$ cat src/rtl/aec_expr_tx.sv
// Expression transmitter: buffers ASCII characters, streams them to a calculator
// followed by '=', then waits (bounded) for the calculator's finish/result.
module aec_expr_tx #(
  parameter int BUFFER_LEN = 64,
  parameter int TIMEOUT    = 255
) (
  input  logic        clk,
  input  logic        rst,
  input  logic        wr_en,
  input  logic [7:0]  wr_char,
  input  logic        start,
  input  logic        finish,
  input  logic [31:0] result,
  input  logic        valid,
  output logic        ready,
  output logic [7:0]  ascii_out,
  output logic        busy,
  output logic        full,
  output logic [6:0]  count,
  output logic        done,
  output logic [31:0] res_out,
  output logic        res_ok,
  output logic        abort,
  output logic        timeout
);
  // state    | meaning
  // IDLE     | accept writes, wait for start
  // SEND     | stream buffered characters (ready on the first)
  // TERM     | emit '='
  // WAIT_FIN | wait up to TIMEOUT cycles for finish
  // DONE     | one-cycle done pulse, buffer cleared
  localparam int PTR_W = (BUFFER_LEN > 1) ? $clog2(BUFFER_LEN) : 1;
  localparam int TMR_W = (TIMEOUT > 1) ? $clog2(TIMEOUT + 1) : 1;
  localparam logic [6:0]       LEN      = 7'(BUFFER_LEN);
  localparam logic [PTR_W-1:0] LAST_PTR = PTR_W'(BUFFER_LEN - 1);
  localparam logic [TMR_W-1:0] TMR_LOAD = TMR_W'(TIMEOUT);
  localparam logic [7:0]       CHAR_EQ  = 8'd61;

  typedef enum logic [2:0] {IDLE, SEND, TERM, WAIT_FIN, DONE} state_t;

  state_t           state;
  logic [7:0]       mem [BUFFER_LEN];
  logic [PTR_W-1:0] wr_ptr;
  logic [PTR_W-1:0] rd_ptr;
  logic [6:0]       sent;
  logic [TMR_W-1:0] tmr;
  logic             wr_accept;

  // start wins over a simultaneous write
  assign wr_accept = (state == IDLE) && wr_en && !full && !start;

  always_ff @(posedge clk) begin
    if (wr_accept) mem[wr_ptr] <= wr_char;
  end

  always_ff @(posedge clk or posedge rst) begin
    if (rst) begin
      state     <= IDLE;
      ready     <= 1'b0;
      ascii_out <= 8'd0;
      busy      <= 1'b0;
      full      <= 1'b0;
      count     <= '0;
      done      <= 1'b0;
      res_out   <= '0;
      res_ok    <= 1'b0;
      abort     <= 1'b0;
      timeout   <= 1'b0;
      wr_ptr    <= '0;
      rd_ptr    <= '0;
      sent      <= '0;
      tmr       <= '0;
    end else begin
      case (state)
        IDLE: begin
          if (start && count != '0) begin
            state     <= SEND;
            busy      <= 1'b1;
            ready     <= 1'b1;
            ascii_out <= mem[0];
            rd_ptr    <= PTR_W'(1);
            sent      <= 7'd1;
            res_ok    <= 1'b0;
            abort     <= 1'b0;
            timeout   <= 1'b0;
          end else if (wr_accept) begin
            wr_ptr <= (wr_ptr == LAST_PTR) ? '0 : wr_ptr + PTR_W'(1);
            count  <= count + 7'd1;
            full   <= (count + 7'd1 == LEN);
          end
        end
        SEND: begin
          ready <= 1'b0;
          if (finish) begin
            state     <= DONE;
            done      <= 1'b1;
            abort     <= 1'b1;
            res_out   <= result;
            ascii_out <= 8'd0;
          end else if (sent == count) begin
            state     <= TERM;
            ascii_out <= CHAR_EQ;
          end else begin
            ascii_out <= mem[rd_ptr];
            rd_ptr    <= rd_ptr + PTR_W'(1);
            sent      <= sent + 7'd1;
          end
        end
        TERM: begin
          ascii_out <= 8'd0;
          if (finish) begin
            state   <= DONE;
            done    <= 1'b1;
            res_out <= result;
            res_ok  <= valid;
          end else begin
            state <= WAIT_FIN;
            tmr   <= TMR_LOAD;
          end
        end
        WAIT_FIN: begin
          if (finish) begin
            state   <= DONE;
            done    <= 1'b1;
            res_out <= result;
            res_ok  <= valid;
            tmr     <= '0;
          end else if (tmr > TMR_W'(1)) begin
            tmr <= tmr - TMR_W'(1);
          end else begin
            // res_out deliberately left at its previous value
            state   <= DONE;
            done    <= 1'b1;
            timeout <= 1'b1;
            tmr     <= '0;
          end
        end
        DONE: begin
          state  <= IDLE;
          done   <= 1'b0;
          busy   <= 1'b0;
          count  <= '0;
          full   <= 1'b0;
          wr_ptr <= '0;
          rd_ptr <= '0;
          sent   <= '0;
        end
        default: state <= IDLE;
      endcase
    end
  end
endmodule

$ cat config.mk
export PLATFORM = sky130hd
export DESIGN_NAME = aec_expr_tx
export DESIGN_NICKNAME = d
export VERILOG_FILES = /design/src/rtl/aec_expr_tx.sv
export SDC_FILE = /design/constraint.sdc
export NUM_CORES = 1
export LEC_CHECK = 0
export BUFFER_PORTS_ARGS = -buffer_cell sky130_fd_sc_hd__buf_2
export CAP_MARGIN = 25
export CORE_ASPECT_RATIO = 1.1
export CORE_MARGIN = 2
export CORE_UTILIZATION = 52
export CTS_BUF_LIST = sky130_fd_sc_hd__clkbuf_8
export DETAILED_ROUTE_END_ITERATION = 12
export HOLD_SLACK_MARGIN = 0.05
export PLACE_DENSITY = 0.71
export SLEW_MARGIN = 20
export SYNTH_ARGS = -nofsm -noshare
export SYNTH_HDL_FRONTEND = slang
export SYNTH_SLANG_ARGS = --single-unit
$ cat constraint.sdc
create_clock -name clk -period 2.95 [get_ports clk]
set_clock_uncertainty 0.1 [all_clocks]
set_input_delay 0.1475 -clock clk [delete_from_list [all_inputs] [get_ports clk]]
set_output_delay 0.1475 -clock clk [all_outputs]
set_load 0.01 [all_outputs]
==> flow_metrics.env, run 1 <==
export IMPL_port_buffers=99
export IMPL_synthesis_nets=1357
export IMPL_antenna_found_initial=1
export IMPL_fmax_ghz=0.354
export IMPL_synth_cells=1303
export IMPL_crit_path_end_kind="flop"
export IMPL_vdd_drop_max_mv=0.331
export IMPL_clockBufferDepth=3
export IMPL_p_seq_frac=0.461
export IMPL_cp_max_fo=31
export IMPL_worst_pin_slew_ns=0.917
export IMPL_yosysTopAreaCellShare=0.644
export IMPL_grt_pass1_wl_um=88700
export IMPL_status="finished, final reports clean"
export IMPL_layout_min_cycle_time_ns=2.83
export IMPL_io_pins=100
export IMPL_first_pass_iters=5
export IMPL_start_util=0.525
export IMPL_p_sw_frac=0.286
export IMPL_die_h_um=229
export IMPL_fin_crit_sh=0.958
export IMPL_clk_pin_slew_ns=0.06
export IMPL_power_density_nw_per_um2=777
export IMPL_synth_async_reset_ratio=0.141
export IMPL_mostFrequentLayoutCell="edfxtp_1"
export IMPL_p_sw_w=0.00628
export IMPL_postSynthRegisterBits=596
export IMPL_wirelength_um=59200
export IMPL_crit_start="rd_ptr[1]"
export IMPL_cts_sinks=596
export IMPL_n_antenna_cell=0
export IMPL_core_um2=45500
export IMPL_final_layout_size_suffix_gt1_frac=0.316
export IMPL_dp_hpwl_um=38600
export IMPL_cts_made_buffers=93
export IMPL_grt_pass1_vias=14169
export IMPL_grt_max_degree=65
export IMPL_pwr_share_comb=0.222
export IMPL_met3_length_um=4850
export IMPL_vias_per_cell=6.01
export IMPL_ctsRootBufferMaster="clkbuf_8"
export IMPL_hp_class="input pin to flop"
export IMPL_cp_start_kind="flop"
export IMPL_htree_levels=3
export IMPL_place_congestion=0.878
export IMPL_p_clk_frac=0.317
export IMPL_hold_worst_slack_ns=0.122
export IMPL_synth_edff_count=512
export IMPL_finalMaxSlewViolations=0
export IMPL_maxSlewHeadroom=0.388
export IMPL_finalSetupViolCount=0
export IMPL_synth_top_flop_cell="edfxtp_1"
export IMPL_ys_seq_area_frac=0.732
export IMPL_layout_common_cells="edfxtp_1 (512), buf_4 (132), mux4_2 (116), clkbuf_8 (106), nor2_1 (101)"
export IMPL_drt_met1_wl_um=22800
export IMPL_required_ns=3.40
export IMPL_max_cap_violations=0
export IMPL_die_width_um=208
export IMPL_wl_per_cell_um=26.0
export IMPL_insertion_delay_ns=0.69
export IMPL_finish_utilization=0.623
export IMPL_worstSetupPathType="flop to flop"
export IMPL_cp_arrival_ns=3.28
export IMPL_synth_area_leader_cell="edfxtp_1"
export IMPL_hold_viol=0
export IMPL_drc=0
export IMPL_yosysUniqueCellTypes=60
export IMPL_nets=1667
export IMPL_top_layer="met5"
export IMPL_setup_tns_ns=0
export IMPL_met2_length_um=29200
export IMPL_drt_initial_drc_count=1503
export IMPL_p_int_w=0.0157
export IMPL_track_usage=0.254
export IMPL_synth_area_leaders="edfxtp_1 (64%), mux4_2 (11%), dfrtp_1 (8.8%)"
export IMPL_global_route_overflow_total=0
export IMPL_reg2reg_depth=7
export IMPL_rows=82
export IMPL_r2r_slack_ns=0.12
export IMPL_cts_tree="built"
export IMPL_cp_endpoint="ascii_out[4]"
export IMPL_die_area_um2=47700
export IMPL_ctsResizeCount=0
export IMPL_r2r_end="ascii_out[4]"
export IMPL_area_growth_pct=18.6
export IMPL_yosys_warnings=0
export IMPL_vias=13703
export IMPL_rsz0062_at_grt="no"
export IMPL_synth_area_um2=23900
export IMPL_final_antenna_net_count=0
export IMPL_avgSynthCellArea_um2=18.3
export IMPL_reg2reg_from="rd_ptr[1]"
export IMPL_leakagePower_nw=10.1
[per-layer routing]
layer / GRT usage / vias to the layer above
met1: 0.327 / 7011
met4: 0.115 / 2
li1: - / 5892
met3: 0.0567 / 133
met2: 0.415 / 665
met5: 0 / -
[Yosys cell counts (9+ instances only)]
cell type,n
dfrtp_1,84
edfxtp_1,512
a22o_1,10
a21oi_1,25
mux2_2,35
nor2_1,101
buf_4,9
mux2i_1,59
a22oi_1,16
nand3_1,17
clkbuf_1,35
nand2_1,56
nand4_1,15
a211o_1,10
o21ai_0,23
buf_2,20
mux4_2,116
a31oi_1,13
[through the flow]
stage                     setup WS, ns  cell area [µm²]  std cells  total power, W
after global placement           0.243            25900       2054          0.0150
after floorplan                  0.436            23900       1303          0.0133
after global routing            0.0303            28300       2280          0.0229
after CTS                        0.152            28300       2280          0.0221
final                            0.125            28300       2280          0.0220
after detailed placement         0.185            25900       2057          0.0151
[area by class of cell]
class | count | area, µm²
multi-input cells | 625 | 6020
fillers | 3113 | 17100
well taps | 588 | 736
inverters | 8 | 31.3
flip-flops and latches | 596 | 17500
clock inverters | 68 | 435
repair buffers | 289 | 2160
clock buffers | 106 | 1460
[worst max-delay path, cell delays in order, from the launching register on]
cell and delay [ns]:
dfrtp_4 0.76, nor2_1 0.17, buf_4 0.22, buf_4 0.19, a22o_1 0.20, a2111oi_0 0.64
a211o_1 0.28, a31oi_1 0.11
[logic make-up (layout without fill, tap and decap cells)]
logic type	Yosys count	in the layout	synth area share
AOI/OAI and AO/OA	152	152	0.0445
xor gates and xnor gates	12	12	0.00440
adders and majority gates	8	8	0.00419
buffers and inverters	82	471	0.0163
DFF	596	596	0.732
muxes	210	210	0.151
and+or+nand+nor	243	243	0.0482
[how the worst min path moves through the flow]
stage | slack (ns) | to | cells past startpoint | startpoint
finish | 0.12 | res_out[28] | 3 | result[28]
global route | 0.1 | res_out[28] | 3 | result[28]
CTS | 0.08 | res_out[28] | 3 | result[28]
detailed placement | 0.21 | res_out[4] | 2 | rst
global placement | 0.21 | res_out[9] | 2 | rst
floorplan | 0.15 | mem[0][0] | 0 | wr_char[0]
[registers in the layout, summed over array words and instances (netlist names), 3 cells and up]
signal / count
ascii_out: 8
res_out: 32
wr_ptr: 6
tmr: 8
mem: 512
rd_ptr: 6
count: 7
state: 3
sent: 7
[power by group through the flow]
stage          clock network, W  registers (W)  logic, W
4_1_cts                 0.00710         0.0101   0.00487
6_report                0.00698         0.0101   0.00487
3_3_place_gp                  0         0.0103   0.00471
5_1_grt                 0.00746         0.0102   0.00521
2_1_floorplan                 0         0.0102   0.00310
3_5_place_dp                  0         0.0103   0.00479
[timing repair]
| action | 4_1_cts | 5_1_grt |
|---|---|---|
| hold endpoints to repair | 420 | 0 |
| setup buffers | 0 | 0 |
| hold buffers | 49 | 0 |
Power figures use the tool's default switching activity.
==> run 2, diff against run 1 <==
--- a/config.mk
+++ b/config.mk
@@ -12,8 +12,9 @@
 export CORE_UTILIZATION = 52
 export CTS_BUF_LIST = sky130_fd_sc_hd__clkbuf_8
 export DETAILED_ROUTE_END_ITERATION = 12
+export GPL_ROUTABILITY_DRIVEN = 0
 export HOLD_SLACK_MARGIN = 0.05
-export PLACE_DENSITY = 0.71
+export PLACE_DENSITY = 0.74
 export SLEW_MARGIN = 20
 export SYNTH_ARGS = -nofsm -noshare
 export SYNTH_HDL_FRONTEND = slang
==> constraint.sdc (replaced) <==
create_clock -name clk -period 2.45 [get_ports clk]
set_clock_uncertainty 0.1 [all_clocks]
set_input_delay 0.1225 -clock clk [delete_from_list [all_inputs] [get_ports clk]]
set_output_delay 0.1225 -clock clk [all_outputs]
set_load 0.02 [all_outputs]
==> flow_metrics.env, run 2 (synthesis results as in run 1) <==
export IMPL_dp_hpwl_um=37900
export IMPL_crit_path_end_kind="flop"
export IMPL_p_sw_w=0.00777
export IMPL_layout_common_cells="edfxtp_1 (512), buf_4 (159), mux4_2 (116), nor2_1 (99), buf_2 (99)"
export IMPL_die_width_um=208
export IMPL_vias_per_cell=5.97
export IMPL_htree_levels=3
export IMPL_wirelength_um=56700
export IMPL_cp_max_fo=5
export IMPL_reg_top3="mem (512), res_out (32)"
export IMPL_hp_class="input pin to flop"
export IMPL_cp_arrival_ns=2.86
export IMPL_fin_crit_sh=0.998
export IMPL_leakagePower_nw=10.3
export IMPL_pwr_share_comb=0.255
export IMPL_area_growth_pct=20.0
export IMPL_layout_min_cycle_time_ns=2.44
export IMPL_rows=82
export IMPL_cts_made_buffers=93
export IMPL_p_seq_frac=0.459
export IMPL_finalMaxSlewViolations=0
export IMPL_clk_pin_slew_ns=0.06
export IMPL_finalSetupViolCount=0
export IMPL_grt_pass1_wl_um=85600
export IMPL_die_area_um2=47700
export IMPL_status="finished, final reports clean"
export IMPL_setup_tns_ns=0
export IMPL_port_buffers=99
export IMPL_vias=13782
export IMPL_p_int_w=0.0187
export IMPL_final_antenna_net_count=0
export IMPL_first_pass_iters=6
export IMPL_worstSetupPathType="flop to flop"
export IMPL_fmax_ghz=0.409
export IMPL_cp_start_kind="flop"
export IMPL_start_util=0.525
export IMPL_grt_max_degree=65
export IMPL_die_h_um=229
export IMPL_power_density_nw_per_um2=922
export IMPL_drt_initial_drc_count=1791
export IMPL_required_ns=2.86
export IMPL_nFillCells=3053
export IMPL_path_cells="buf_12, clkbuf_16, mux4_2, mux4_2, mux2_4, nand2_2, o2111ai_2"
export IMPL_global_route_overflow_total=0
export IMPL_insertion_delay_ns=0.64
export IMPL_nets=1709
export IMPL_p_sw_frac=0.294
export IMPL_setup_ws_ns=0.00540
export IMPL_pre_cts_slack_ns=-0.271
export IMPL_antenna_found_initial=1
export IMPL_place_inst=2093
export IMPL_path_common_cell="mux4_2"
export IMPL_wl_per_cell_um=24.6
export IMPL_finish_utilization=0.631
export IMPL_cp_slowest_stage_delay_ns=0.55
export IMPL_cts_tree="built"
export IMPL_clockBufferDepth=3
export IMPL_largest_reg_flops=512
export IMPL_hold_viol=0
export IMPL_max_cap_violations=0
export IMPL_grt_pass1_vias=14302
export IMPL_fin_cells=2309
export IMPL_n_antenna_cell=0
export IMPL_core_um2=45500
export IMPL_maxSlewHeadroom=0.446
export IMPL_vdd_drop_max_mv=0.574
export IMPL_track_usage=0.241
export IMPL_final_layout_size_suffix_gt1_frac=0.337
export IMPL_cpMaxStageDelayCell="dfrtp_4"
export IMPL_drc=0
export IMPL_rsz0062_at_grt="yes"
export IMPL_top_register="mem"
export IMPL_cts_sinks=596
export IMPL_mostFrequentLayoutCell="edfxtp_1"
export IMPL_p_clk_frac=0.286
export IMPL_io_pins=100
export IMPL_worst_pin_slew_ns=0.831
export IMPL_ctsRootBufferMaster="clkbuf_8"
[run 2: power by group through the flow]
stage | sequential (W) | combinational [W] | clock, W
after CTS | 0.0121 | 0.00650 | 0.00768
after global placement | 0.0123 | 0.00632 | 0
after floorplan | 0.0126 | 0.00373 | 0
after global routing | 0.0122 | 0.00717 | 0.00814
final | 0.0121 | 0.00675 | 0.00755
after detailed placement | 0.0123 | 0.00641 | 0
[run 2: critical path, delay by kind of cell, from the launching register on]
| family | cells | cell delay [ns] |
|---|---|---|
| flops | 1 | 0.55 |
| buf+inv | 2 | 0.32 |
| simple gates | 1 | 0.08 |
| mux | 3 | 1.18 |
| compound gates | 1 | 0.09 |
[run 2: metal layers]
| layer | GRT usage | vias to the layer above | wire length (µm) |
|---|---|---|---|
| met5 | 0 | - | 12 |
| met4 | 0.0893 | 2 | 1670 |
| met3 | 0.0581 | 114 | 4990 |
| met2 | 0.406 | 744 | 28400 |
| met1 | 0.306 | 6955 | 21600 |
| li1 | - | 5967 | - |
[run 2: final timing paths]
kind | from | endpoint | slack [ns] | cells past startpoint
min in group asynchronous | rst | res_out[2] | 0.70 | 4
worst max-delay path | rd_ptr[0] | ascii_out[7] | 0.005 | 7
worst max register to register | rd_ptr[0] | ascii_out[7] | 0.005 | 7
max in group asynchronous | rst | res_out[20] | 0.85 | 5
worst min-delay path | result[18] | res_out[18] | 0.15 | 3
worst min register to register | tmr[3] | tmr[3] | 0.39 | 1
[run 2: cell type report]
cell class,instances,area (µm²),share of cell area
Multi-Input combinational cell,625,6100,0.213
Clock inverter,64,328,0.0114
Sequential cell,596,17500,0.610
Inverter,8,31.3,0.00109
Clock buffer,97,1340,0.0466
Tap cell,588,736,0.0257
Timing Repair Buffer,331,2650,0.0925
[run 2: through the flow]
step	hold slack (ns)	total power (W)	instance area, µm²
CTS	0.115	0.0263	28500
detailed placement	0.192	0.0187	26300
global route	0.132	0.0275	28700
global placement	0.181	0.0186	26300
finish	0.149	0.0264	28700
floorplan	0.121	0.0163	23900
[run 2: what timing repair did]
action | 4_1_cts | 5_1_grt
gates cloned | 0 | 2
resized for setup | 5 | 20
pin swaps | 0 | 5
buffers inserted | 0 | 5
hold endpoints to repair | 397 | 64
setup endpoints to repair | 3 | 104
hold buffers | 47 | 1
